===== src/rtl/pipe_ctrl.sv =====
// Pipeline control: stall generation, divide sequencing, exception flush
// and a saturating count of cycles in which the pc stage is held.
//
// state    | meaning
// ---------+-----------------------------------------------------------
// IDLE     | no divide in flight; accepts div_start or an exception
// DIV_BUSY | divide running; div_cnt counts down to the done cycle
// FLUSH    | flush=1 for one cycle; all inputs ignored
module pipe_ctrl #(
  parameter int unsigned DIV_CYCLES = 32,
  parameter logic [31:0] EXC_VECTOR = 32'h00000020
) (
  input  logic        clk,
  input  logic        rst,
  input  logic        stallreq_id,
  input  logic        stallreq_ex,
  input  logic        div_start,
  input  logic [31:0] excepttype_i,
  input  logic [31:0] epc_i,
  output logic [5:0]  stall,
  output logic        flush,
  output logic [31:0] new_pc,
  output logic        div_done,
  output logic        div_busy,
  output logic [31:0] stall_cycles
);

  typedef enum logic [1:0] {IDLE, DIV_BUSY, FLUSH} state_t;

  localparam logic [31:0] EXC_ERET = 32'h0000000e;
  localparam logic [5:0]  DIV_LOAD = 6'(DIV_CYCLES - 1);

  state_t     state, state_nxt;
  logic [5:0] div_cnt, div_cnt_nxt;
  logic       exc_hit;
  logic       enter_flush;

  assign exc_hit     = |excepttype_i;
  // FLUSH ignores inputs, so a lingering exception cannot re-arm the flush
  assign enter_flush = (state != FLUSH) && exc_hit;

  // State and divide counter registers
  always_ff @(posedge clk or posedge rst) begin
    if (rst) begin
      state   <= IDLE;
      div_cnt <= 6'd0;
    end else begin
      state   <= state_nxt;
      div_cnt <= div_cnt_nxt;
    end
  end

  // Next-state, counter update and the div_done pulse
  always_comb begin
    state_nxt   = state;
    div_cnt_nxt = div_cnt;
    div_done    = 1'b0;
    unique case (state)
      IDLE: begin
        if (exc_hit) begin
          state_nxt   = FLUSH;
          div_cnt_nxt = 6'd0;
        end else if (div_start) begin
          state_nxt   = DIV_BUSY;
          div_cnt_nxt = DIV_LOAD;
        end
      end
      DIV_BUSY: begin
        if (exc_hit) begin
          // aborted divide: no done pulse
          state_nxt   = FLUSH;
          div_cnt_nxt = 6'd0;
        end else if (div_cnt == 6'd0) begin
          div_done  = 1'b1;
          state_nxt = IDLE;
        end else begin
          div_cnt_nxt = div_cnt - 6'd1;
        end
      end
      FLUSH: begin
        state_nxt   = IDLE;
        div_cnt_nxt = 6'd0;
      end
      default: begin
        state_nxt   = IDLE;
        div_cnt_nxt = 6'd0;
      end
    endcase
    if (rst) div_done = 1'b0;
  end

  assign div_busy = (state == DIV_BUSY) && (div_cnt != 6'd0) && !rst;

  // Registered flush and redirect target, captured with the exception
  always_ff @(posedge clk or posedge rst) begin
    if (rst) begin
      flush  <= 1'b0;
      new_pc <= 32'h0;
    end else begin
      flush <= enter_flush;
      if (enter_flush)
        new_pc <= (excepttype_i == EXC_ERET) ? epc_i : EXC_VECTOR;
    end
  end

  // Stall mask: OR of sources, killed by reset, flush or a pending exception
  always_comb begin
    stall = 6'b000000;
    if (stallreq_id)                  stall = stall | 6'b000111;
    if (stallreq_ex)                  stall = stall | 6'b001111;
    if (state == IDLE && div_start)   stall = stall | 6'b001111;
    if (div_busy)                     stall = stall | 6'b001111;
    if (rst || flush || exc_hit)      stall = 6'b000000;
    stall[5:4] = 2'b00;
  end

  // Saturating count of pc-stall cycles
  always_ff @(posedge clk or posedge rst) begin
    if (rst)
      stall_cycles <= 32'h0;
    else if (stall[0] && stall_cycles != 32'hFFFFFFFF)
      stall_cycles <= stall_cycles + 32'd1;
  end

endmodule


===== config.mk =====
export PLATFORM = sky130hd
export DESIGN_NAME = pipe_ctrl
export DESIGN_NICKNAME = d
export VERILOG_FILES = /design/src/rtl/pipe_ctrl.sv
export SDC_FILE = /design/constraint.sdc
export NUM_CORES = 1
export LEC_CHECK = 0
export BUFFER_PORTS_ARGS = -buffer_cell sky130_fd_sc_hd__buf_2
export CAP_MARGIN = 20
export CORE_UTILIZATION = 45
export DETAILED_ROUTE_END_ITERATION = 10
export PLACE_DENSITY = 0.74
export SLEW_MARGIN = 5
export SYNTH_ARGS = -nofsm -noshare
export SYNTH_HDL_FRONTEND = slang
export SYNTH_SLANG_ARGS = --single-unit

===== constraint.sdc =====
create_clock -name clk -period 2.95 [get_ports clk]
set_clock_uncertainty 0.15 [all_clocks]
set_input_delay 0 -clock clk [delete_from_list [all_inputs] [get_ports clk]]
set_output_delay 0 -clock clk [all_outputs]
set_load 0.02 [all_outputs]

-- Word-level counts from Yosys, hierarchy flattened
Index checks and enable logic that the tools add are counted.
- latch bits: 0
- output and inout port bits: 73
- bits in registers: 73
- ROM bits: 0
- bits in writable memories: 0
- bits of input ports: 69
- memories: 0
- word-level logic and storage cells: 48
- add/subtract/negate cells: 2
- $mul: 0
- bitwise logic cells: 0
- order comparisons: 0
- eq/ne operators: 7
- mux-type cells: 20
- reduce and logical (&&, ||, !) cells: 14
- div/mod/pow operators: 0
- shifts and indexed selects: 0
- operators with widths (operator ; number):
    $add A32 B1 Y32 const B ; 1
    $eq A32 B4 Y1 const B ; 1
    $mux W32 ; 1
    $ne A32 B32 Y1 const B ; 1
    $reduce_or A32 Y1 ; 1
    $mux W6 ; 4
    $mux W4 ; 4
    $pmux W6 S2 ; 1
    $ne A3 B3 Y1 const B ; 3
    $mux W2 ; 4
    $logic_not A6 Y1 ; 1
    $reduce_bool A6 Y1 ; 1
    $sub A6 B1 Y6 const B ; 1
    $logic_and A1 B1 Y1 ; 5
    $mux W1 ; 4
    $pmux W2 S2 ; 1
    $reduce_and A2 Y1 ; 2
    $mux W3 ; 1
    $eq A2 B1 Y1 const B ; 1
    $logic_not A2 Y1 ; 1
    $logic_or A1 B1 Y1 ; 2
    $ne A2 B2 Y1 const B ; 1
    $logic_not A1 Y1 ; 1

-- Longest topological paths before layout
Gate-level depths: netlist of run 1.
- word-level depth: 6
- mapped depth: 9
- mapped depth without buffers: 8

-- Worst setup path before layout of run 1
Ideal clock, no wire load.
- path type: reg-to-reg
- start: register div_cnt[0]
- end: register stall_cycles[3]
- arrival: 2.100 ns
- library setup time: 0.131 ns
- buffers on the path: 1
- path slack: 0.570 ns
- stages on the path, launching flop included: 10
- period minus slack after synthesis: 2.380 ns
- data required time: 2.669 ns
- path through: dfrtp_1 -> inv_1 -> ha_1 -> or4b_1 -> o21ai_1 -> a2111oi_4 -> o21a_4 -> buf_6 -> nand4_1 -> xnor2_1
- longest elaborated chain between the ends: 6
- ends and longest elaborated chain (what ; RTL line ; text):
    from (decl) ; 34 ; logic [5:0] div_cnt, div_cnt_nxt;
    from (signal assigned) ; 49 ; div_cnt <= div_cnt_nxt;
    $reduce_bool A6 Y1 ; 92 ; assign div_busy = (state == DIV_BUSY) && (div_cnt != 6'd0) && !rst;
    $logic_and A1 B1 Y1 (2 in series) ; 92 ;
    $mux W4 ; 112 ; if (div_busy) stall = stall | 6'b001111;
    $mux W4 ; 113 ; if (rst || flush || exc_hit) stall = 6'b000000;
    via stall[0] ; 20 ; output logic [5:0] stall,
    $logic_and A1 B1 Y1 ; 121 ; else if (stall[0] && stall_cycles != 32'hFFFFFFFF)
    to (signal assigned) ; 122 ; stall_cycles <= stall_cycles + 32'd1;
    to (decl) ; 25 ; output logic [31:0] stall_cycles
The timed path passes the listed nets, and every way through them passes these cells.
A chain may end at the register's enable or synchronous reset.

-- Worst setup path in the final report of run 1
- start: register div_cnt[0]
- end: output port stall[3]
- longest elaborated chain between the ends: 5
- ends and longest elaborated chain (what ; RTL line):
    $reduce_bool A6 Y1 ; 92
    $logic_and A1 B1 Y1 (2 in series) ; 92
    $mux W4 ; 112
    $mux W4 ; 113
    to (decl) ; 20
No other way between the ends.

==> summary.md, run 1 <==
| Metric | Value |
|---|---|
| Utilization after layout | `0.660` |
| Crit path required time | `2.80 ns` |
| Die Height | `90.2 um` |
| Sinks on Clock Net | `73` |
| Slew Limit Fails | `0` |
| Main flop type after synthesis | `dfrtp_1` |
| CTS root buf | `clkbuf_8` |
| I/O Buffers | `139` |
| Fill cells | `593` |
| Final HPWL DP | `6.18 mm` |
| Wirelength per Cell | `14.0 um` |
| Gr ovfl total | `0` |
| Inserted Diodes | `0` |
| Setup-failing EPs final | `0` |
| Ys Warns | `0` |
| Total power draw | `1.95 mW` |
| Vias in the first global route | `3295` |
| Global Route Usage Sum | `0.235` |
| RePlAce Congestion | `0.880` |
| Min Tclk post-route | `2.52 ns` |
| Startpoint types | `flip-flop` |
| Worst setup EP type | `output pin` |
| Post-place instance area | `0.00430 sq mm` |
| Synth unique cells | `38` |
| Final ANT Viol Nets | `0` |
| Initial antenna violation count | `0` |
| Remaining DRCs | `0` |
| Clock tree buffer depth | `2` |
| Die width | `90.2 um` |
| VDD IR-drop max | `270 uV` |
| CTS clk-pin slew, worst paths | `0.07 ns` |
| Mean Syn Cell Area | `9.49 sq um` |
| Worst-margin pin slew | `0.536 ns` |
| Post_cts resized | `0` |
| Arrival time at the worst endpoint | `2.37 ns` |
| Fin crit share | `0.854` |
| Most frequent cells in the layout | `buf_2, nand2_1, dfrtp_1` |
| Vias/cell | `5.11` |
| Largest net degree at the start of global routing | `66` |
| Final WL | `9.03 mm` |
| Area growth, synth to finish | `39.0%` |
| Hold Path Class | `in2reg` |
| Cells after Synth | `369` |
| CP Class | `reg2out` |
| Commonest non-fill, non-tap cell in the layout | `buf_2` |
| Seq/Total Area, Yosys | `0.522` |
| Hold_ws | `0.0896 ns` |
| Post-route cell area | `0.00487 sq mm` |
| Largest fanout on the critical path | `3` |
| # IOs | `142` |
| Asr flop ratio synth | `1.00` |
| Layout cell share with drive strength beyond 1 | `0.312` |
| Setup TNS | `0 ns` |
| Cell Area, Synth | `0.00350 sq mm` |
| Total CTS buffers | `9` |
| RSZ-0062 raised after global routing | `false` |
| Leak pwr | `2.49 nW` |
| CTS H-tree lvls | `3` |
| Power per cell area | `401 mW/mm^2` |
| Die area | `0.00814 sq mm` |
| Via count | `3304` |
| Final hold violations | `0` |
| Max-cap viol count | `0` |
| Initial Util | `0.475` |
| Core Area | `0.00737 sq mm` |
| Yosys reg bits | `73` |
| Worst rel slew slack | `0.643` |
| Clk Latency, worst-skew pair | `0.34 ns` |
| 1st-iter DRT viols | `136` |
| Peak Freq | `397 MHz` |
| Num rows | `31` |
| EDFF count, synth | `0` |
| CTS tree | `yes` |
| Layout Nets | `615` |
| Status | `finished clean` |
| First-pass GRT wire length | `15.4 mm` |
| TritonRoute pass-1 iters | `6` |
[critical path, cell delays in order (launching register included)]
cell     delay, ns
dfrtp_1       0.40
inv_1         0.11
ha_1          0.15
or4b_1        0.47
o21ai_1       0.30
inv_1         0.12
nor3_1        0.24
nor4_1        0.07
buf_2         0.16
[sequential cells by signal, summed over array words and instances (netlist names)]
name / cells
stall_cycles: 32
flush: 1
div_cnt: 6
state: 2
new_pc: 32
[report_power, final]
part / internal [mW] / total [mW] / switching, mW / leakage (nW)
combinational: 0.0686 / 0.118 / 0.0496 / 1.38
clock: 0.472 / 0.835 / 0.363 / 0.106
sequential: 1.00 / 1.00 / 0.000000000978 / 1.01
[synthesized netlist by cell type, drive strengths merged (2+ instances only)]
cell    count  area [sq um]
a211oi      4          30.0
a21oi       4          20.0
and2        3          18.8
and3       10          62.6
and4        2          17.5
buf         8          56.3
clkbuf     11          41.3
dfrtp      73          1830
ha          3          37.5
inv        10          37.5
nand2      79           297
nand3      12          60.1
nand4      17           106
nor2       18          67.6
nor3       17           100
nor3b       4          30.0
nor4        8          65.1
o21ai      37           189
or3         5          36.3
xnor2      19           166
xor2       15           131
[path summary, 6_finish.rpt]
check / slack [ns] / from / to / depth (start not counted)
max: 0.43 / div_cnt[0]$_DFFE_PP0P_ / stall[3] / 8
min: 0.09 / excepttype_i[2] / div_cnt[4]$_DFFE_PP0P_ / 4
max reg2reg: 0.53 / div_cnt[0]$_DFFE_PP0P_ / stall_cycles[11]$_DFFE_PP0P_ / 8
min reg2reg: 0.33 / new_pc[5]$_DFFE_PP0P_ / new_pc[5]$_DFFE_PP0P_ / 2
max in group asynchronous: 1.78 / rst / stall_cycles[19]$_DFFE_PP0P_ / 4
min in group asynchronous: 0.13 / rst / new_pc[29]$_DFFE_PP0P_ / 3
[repair_timing]
item / CTS / global route
buffers inserted: 0 / 0
hold endpoints to repair: 61 / 0
hold buffers: 36 / 0
[stage by stage]
step | instances | setup WS (ns)
5_1_grt | 647 | 0.193
3_5_place_dp | 595 | 0.528
2_1_floorplan | 370 | 0.570
3_3_place_gp | 595 | 0.606
6_report | 647 | 0.430
4_1_cts | 647 | 0.388
[cell type report]
class | instances | area (sq um) | area share
clock buffer | 10 | 128 | 0.0262
clock inverter | 6 | 82.6 | 0.0170
inverter | 10 | 37.5 | 0.00771
multi-input combinational | 268 | 1550 | 0.319
sequential | 73 | 1830 | 0.375
tap | 99 | 124 | 0.0255
timing repair buffer | 181 | 1110 | 0.229
[logic make-up after synthesis]
| logic type | synth area share |
|---|---|
| multiplexers | 0.00286 |
| XOR/XNOR | 0.0851 |
| AO/OA/AOI/OAI | 0.0851 |
| flip-flops | 0.522 |
| buffers and inverters | 0.0386 |
| adder cells (fa/ha/maj) | 0.0107 |
| AND/OR/NAND/NOR | 0.255 |
| other | 0.00107 |
[metal layers]
metal	wire (um)	part of all wire	track usage
met1	3770	0.42	0.289
met5	0	0	0
met4	127	0.014	0.0927
met3	695	0.077	0.0592
met2	4440	0.49	0.394
No activity file was read; power rests on OpenSTA's default activity.
==> inputs of run 2 (changes only) <==
Settings changed: ABC_AREA set to 1, PLACE_DENSITY 0.74 to 0.72.
==> run 2 against run 1 <==
  * Final cell count grew 32%
  * Sequential power is essentially flat
  * Global-route usage up 0.42 points
  * Total power is 0.23% lower
  * Critical path type is now reg2reg
  * Highest routed layer unchanged
==> summary.md, run 2 <==
| Metric | Value |
|---|---|
| Min Tclk post-route | `2.27 ns (was 2.52 ns)` |
| Layout Nets | `816 (was 615)` |
| Die area | `0.00942 sq mm (was 0.00814 sq mm)` |
| Via count | `4197 (was 3304)` |
| Worst rel slew slack | `0.393 (was 0.643)` |
| R2R Setup Slk | `0.68 ns (was 0.53 ns)` |
| Most frequent cell after synthesis | `nand2_1 (unchanged)` |
| Die Height | `97.1 um (was 90.2 um)` |
| Inserted Diodes | `0 (unchanged)` |
| CTS clk-pin slew, worst paths | `0.08 ns (was 0.07 ns)` |
| Wirelength per Cell | `12.5 um (was 14.0 um)` |
| Setup TNS | `0 ns (unchanged)` |
| Placed cell count | `806 (was 595)` |
| First-pass GRT wire length | `18.5 mm (was 15.4 mm)` |
| Commonest cells post-synth | `nand2_1, dfrtp_1, nor2_1 (was nand2_1, dfrtp_1, o21ai_0)` |
| Arrival time at the worst endpoint | `2.37 ns (about the same)` |
| Slew Limit Fails | `0 (unchanged)` |
| Peak Freq | `440 MHz (was 397 MHz)` |
| Setup-failing EPs final | `0 (unchanged)` |
| Yosys reg bits | `73 (unchanged)` |
| Final ANT Viol Nets | `0 (unchanged)` |
| Startpoint types | `flip-flop (unchanged)` |
| Post-place instance area | `0.00483 sq mm (was 0.00430 sq mm)` |
| Mean Syn Cell Area | `7.10 sq um (was 9.49 sq um)` |
| CP Class | `reg2reg (was reg2out)` |
| Synth unique cells | `27 (was 38)` |
| Synth area leaders | `dfrtp_1, nand2_1, nor2_1, xor2_1, inv_1 (was dfrtp_1, nand2_1, xnor2_1, o21ai_0, xor2_1)` |
| Yosys top cell by area | `dfrtp_1 (unchanged)` |
| Crit path required time | `3.04 ns (was 2.80 ns)` |
| Area growth, synth to finish | `32.6% (was 39.0%)` |
| Ys Warns | `0 (unchanged)` |
| CTS root buf | `clkbuf_8 (unchanged)` |
| CTS tree | `yes (unchanged)` |
| Num rows | `34 (was 31)` |
| Hold depth | `7 (was 4)` |
| Hold Path Class | `in2reg (unchanged)` |
| Worst setup EP type | `flip-flop (was output pin)` |
| Remaining DRCs | `0 (unchanged)` |
| Total power draw | `1.95 mW (about the same)` |
| Seq/Total Area, Yosys | `0.449 (was 0.522)` |
| Cells after Synth | `573 (was 369)` |
| Gr ovfl total | `0 (unchanged)` |
| Main flop type after synthesis | `dfrtp_1 (unchanged)` |
| Final HPWL DP | `7.18 mm (was 6.18 mm)` |
| Initial Util | `0.466 (was 0.475)` |
| Total CTS buffers | `9 (unchanged)` |
| Vias in the first global route | `3989 (was 3295)` |
| Worst R2R Start | `state[0]$_DFFE_PP0P_ (was div_cnt[0]$_DFFE_PP0P_)` |
| Hold_sp | `excepttype_i[24] (was excepttype_i[2])` |
| Clk Latency, worst-skew pair | `0.35 ns (was 0.34 ns)` |
| Cell Area, Synth | `0.00407 sq mm (was 0.00350 sq mm)` |
| Core Area | `0.00872 sq mm (was 0.00737 sq mm)` |
| Status | `finished clean (unchanged)` |
| Post-route cell area | `0.00539 sq mm (was 0.00487 sq mm)` |
| Largest fanout on the critical path | `64 (was 3)` |
| Worst reg2reg endpoint | `new_pc[5]$_DFFE_PP0P_ (was stall_cycles[11]$_DFFE_PP0P_)` |
| Fill cells | `731 (was 593)` |
| Top-area cell type share of the netlist area | `0.449 (was 0.522)` |
| Fin crit share | `0.771 (was 0.854)` |
| Largest regs | `new_pc: 32 flops, stall_cycles: 32 flops, div_cnt: 6 flops (unchanged)` |
| Layout cell share with drive strength beyond 1 | `0.235 (was 0.312)` |
| EDFF count, synth | `0 (unchanged)` |
| I/O Buffers | `139 (unchanged)` |
| CTS H-tree lvls | `3 (unchanged)` |
| Worst-margin pin slew | `0.910 ns (was 0.536 ns)` |
| Sinks on Clock Net | `73 (unchanged)` |
| Leak pwr | `2.95 nW (was 2.49 nW)` |
| 1st-iter DRT viols | `175 (was 136)` |
| Die width | `97.1 um (was 90.2 um)` |
| Largest net degree at the start of global routing | `74 (was 66)` |
| Hold EP | `state[1]$_DFFE_PP0P_ (was div_cnt[4]$_DFFE_PP0P_)` |
| Global Route Usage Sum | `0.239 (was 0.235)` |
| Final WL | `10.7 mm (was 9.03 mm)` |
| Most frequent cells in the layout | `nand2_1, buf_2, dfrtp_1 (was buf_2, nand2_1, dfrtp_1)` |
| RePlAce Congestion | `0.873 (was 0.880)` |
| R2R cell count | `6 (was 8)` |
| Initial antenna violation count | `0 (unchanged)` |
| VDD IR-drop max | `322 uV (was 270 uV)` |
| TritonRoute pass-1 iters | `4 (was 6)` |
| Hold_ws | `0.101 ns (was 0.0896 ns)` |
| Power per cell area | `361 mW/mm^2 (was 401 mW/mm^2)` |
| Max-cap viol count | `0 (unchanged)` |
| RSZ-0062 raised after global routing | `false (unchanged)` |
| Vias/cell | `4.90 (was 5.11)` |
| # IOs | `142 (unchanged)` |
| Clock tree buffer depth | `2 (unchanged)` |
| Non-filler cells, final | `857 (was 647)` |
| Asr flop ratio synth | `1.00 (unchanged)` |
| Final hold violations | `0 (unchanged)` |
| Commonest non-fill, non-tap cell in the layout | `nand2_1 (was buf_2)` |
[run 2: power breakdown]
group,internal (mW),switching (mW),total [mW]
sequential,1.00,0.000000000920,1.00
clock,0.424,0.409,0.833
combinational,0.0660,0.0500,0.116
total,1.49,0.459,1.95
[run 2: cells by family (layout without fill, tap and decap cells)]
family,count (synthesis),after routing,share of synthesized area
compound gates,43,43,0.0554
xor+xnor,24,24,0.0517
fa+ha+maj,3,3,0.00923
buf+inv,52,227,0.0591
flops,73,73,0.449
other cells,1,2,0.000922
simple gates,377,377,0.374
[run 2: final cells by class]
class | count | area (sq um) | share of cell area
multi-input combinational | 449 | 2020 | 0.374
clock inverter | 6 | 72.6 | 0.0135
clock buffer | 10 | 138 | 0.0255
inverter | 32 | 120 | 0.0223
tap | 108 | 135 | 0.0251
sequential | 73 | 1830 | 0.339
timing repair buffer | 179 | 1080 | 0.201
[run 2: repair_timing]
item                                   in CTS  in global routing
endpoints found under the hold margin     110                  0
gates resized for setup                     0                  0
buffers inserted                            0                  0
setup endpoints to repair                   0                  0
hold buffers                               35                  0
[run 2: worst max path at each step]
stage	from	to	slack, ns	cells after the start
floorplan	rst	stall_cycles[3]$_DFFE_PP0P_	0.18	9
global placement	stall_cycles[0]$_DFFE_PP0P_	stall_cycles[23]$_DFFE_PP0P_	1.02	10
detailed placement	stall_cycles[0]$_DFFE_PP0P_	stall_cycles[24]$_DFFE_PP0P_	0.94	10
CTS	state[0]$_DFFE_PP0P_	new_pc[5]$_DFFE_PP0P_	0.67	6
global route	state[0]$_DFFE_PP0P_	new_pc[5]$_DFFE_PP0P_	0.50	6
finish	state[0]$_DFFE_PP0P_	new_pc[5]$_DFFE_PP0P_	0.68	6
[run 2: through the flow]
stage,utilization,worst slack (ns)
after floorplan,-,0.182
after global placement,0.554,1.02
after detailed placement,0.554,0.942
after CTS,0.618,0.668
after global routing,0.618,0.502
final,0.618,0.675
[run 2: critical path, stage by stage (launching register included)]
cell and delay, ns:
dfrtp_1 0.52, o22ai_4 0.21, buf_4 0.47, inv_1 0.11, o21ai_0 0.09, dlygate4sd3_1 0.57
nand2_1 0.04
[run 2: layer usage]
layer | routed length [um] | track usage
met5 | 0 | 0
met4 | 267 | 0.0941
met3 | 614 | 0.0547
met2 | 5290 | 0.404
met1 | 4510 | 0.295
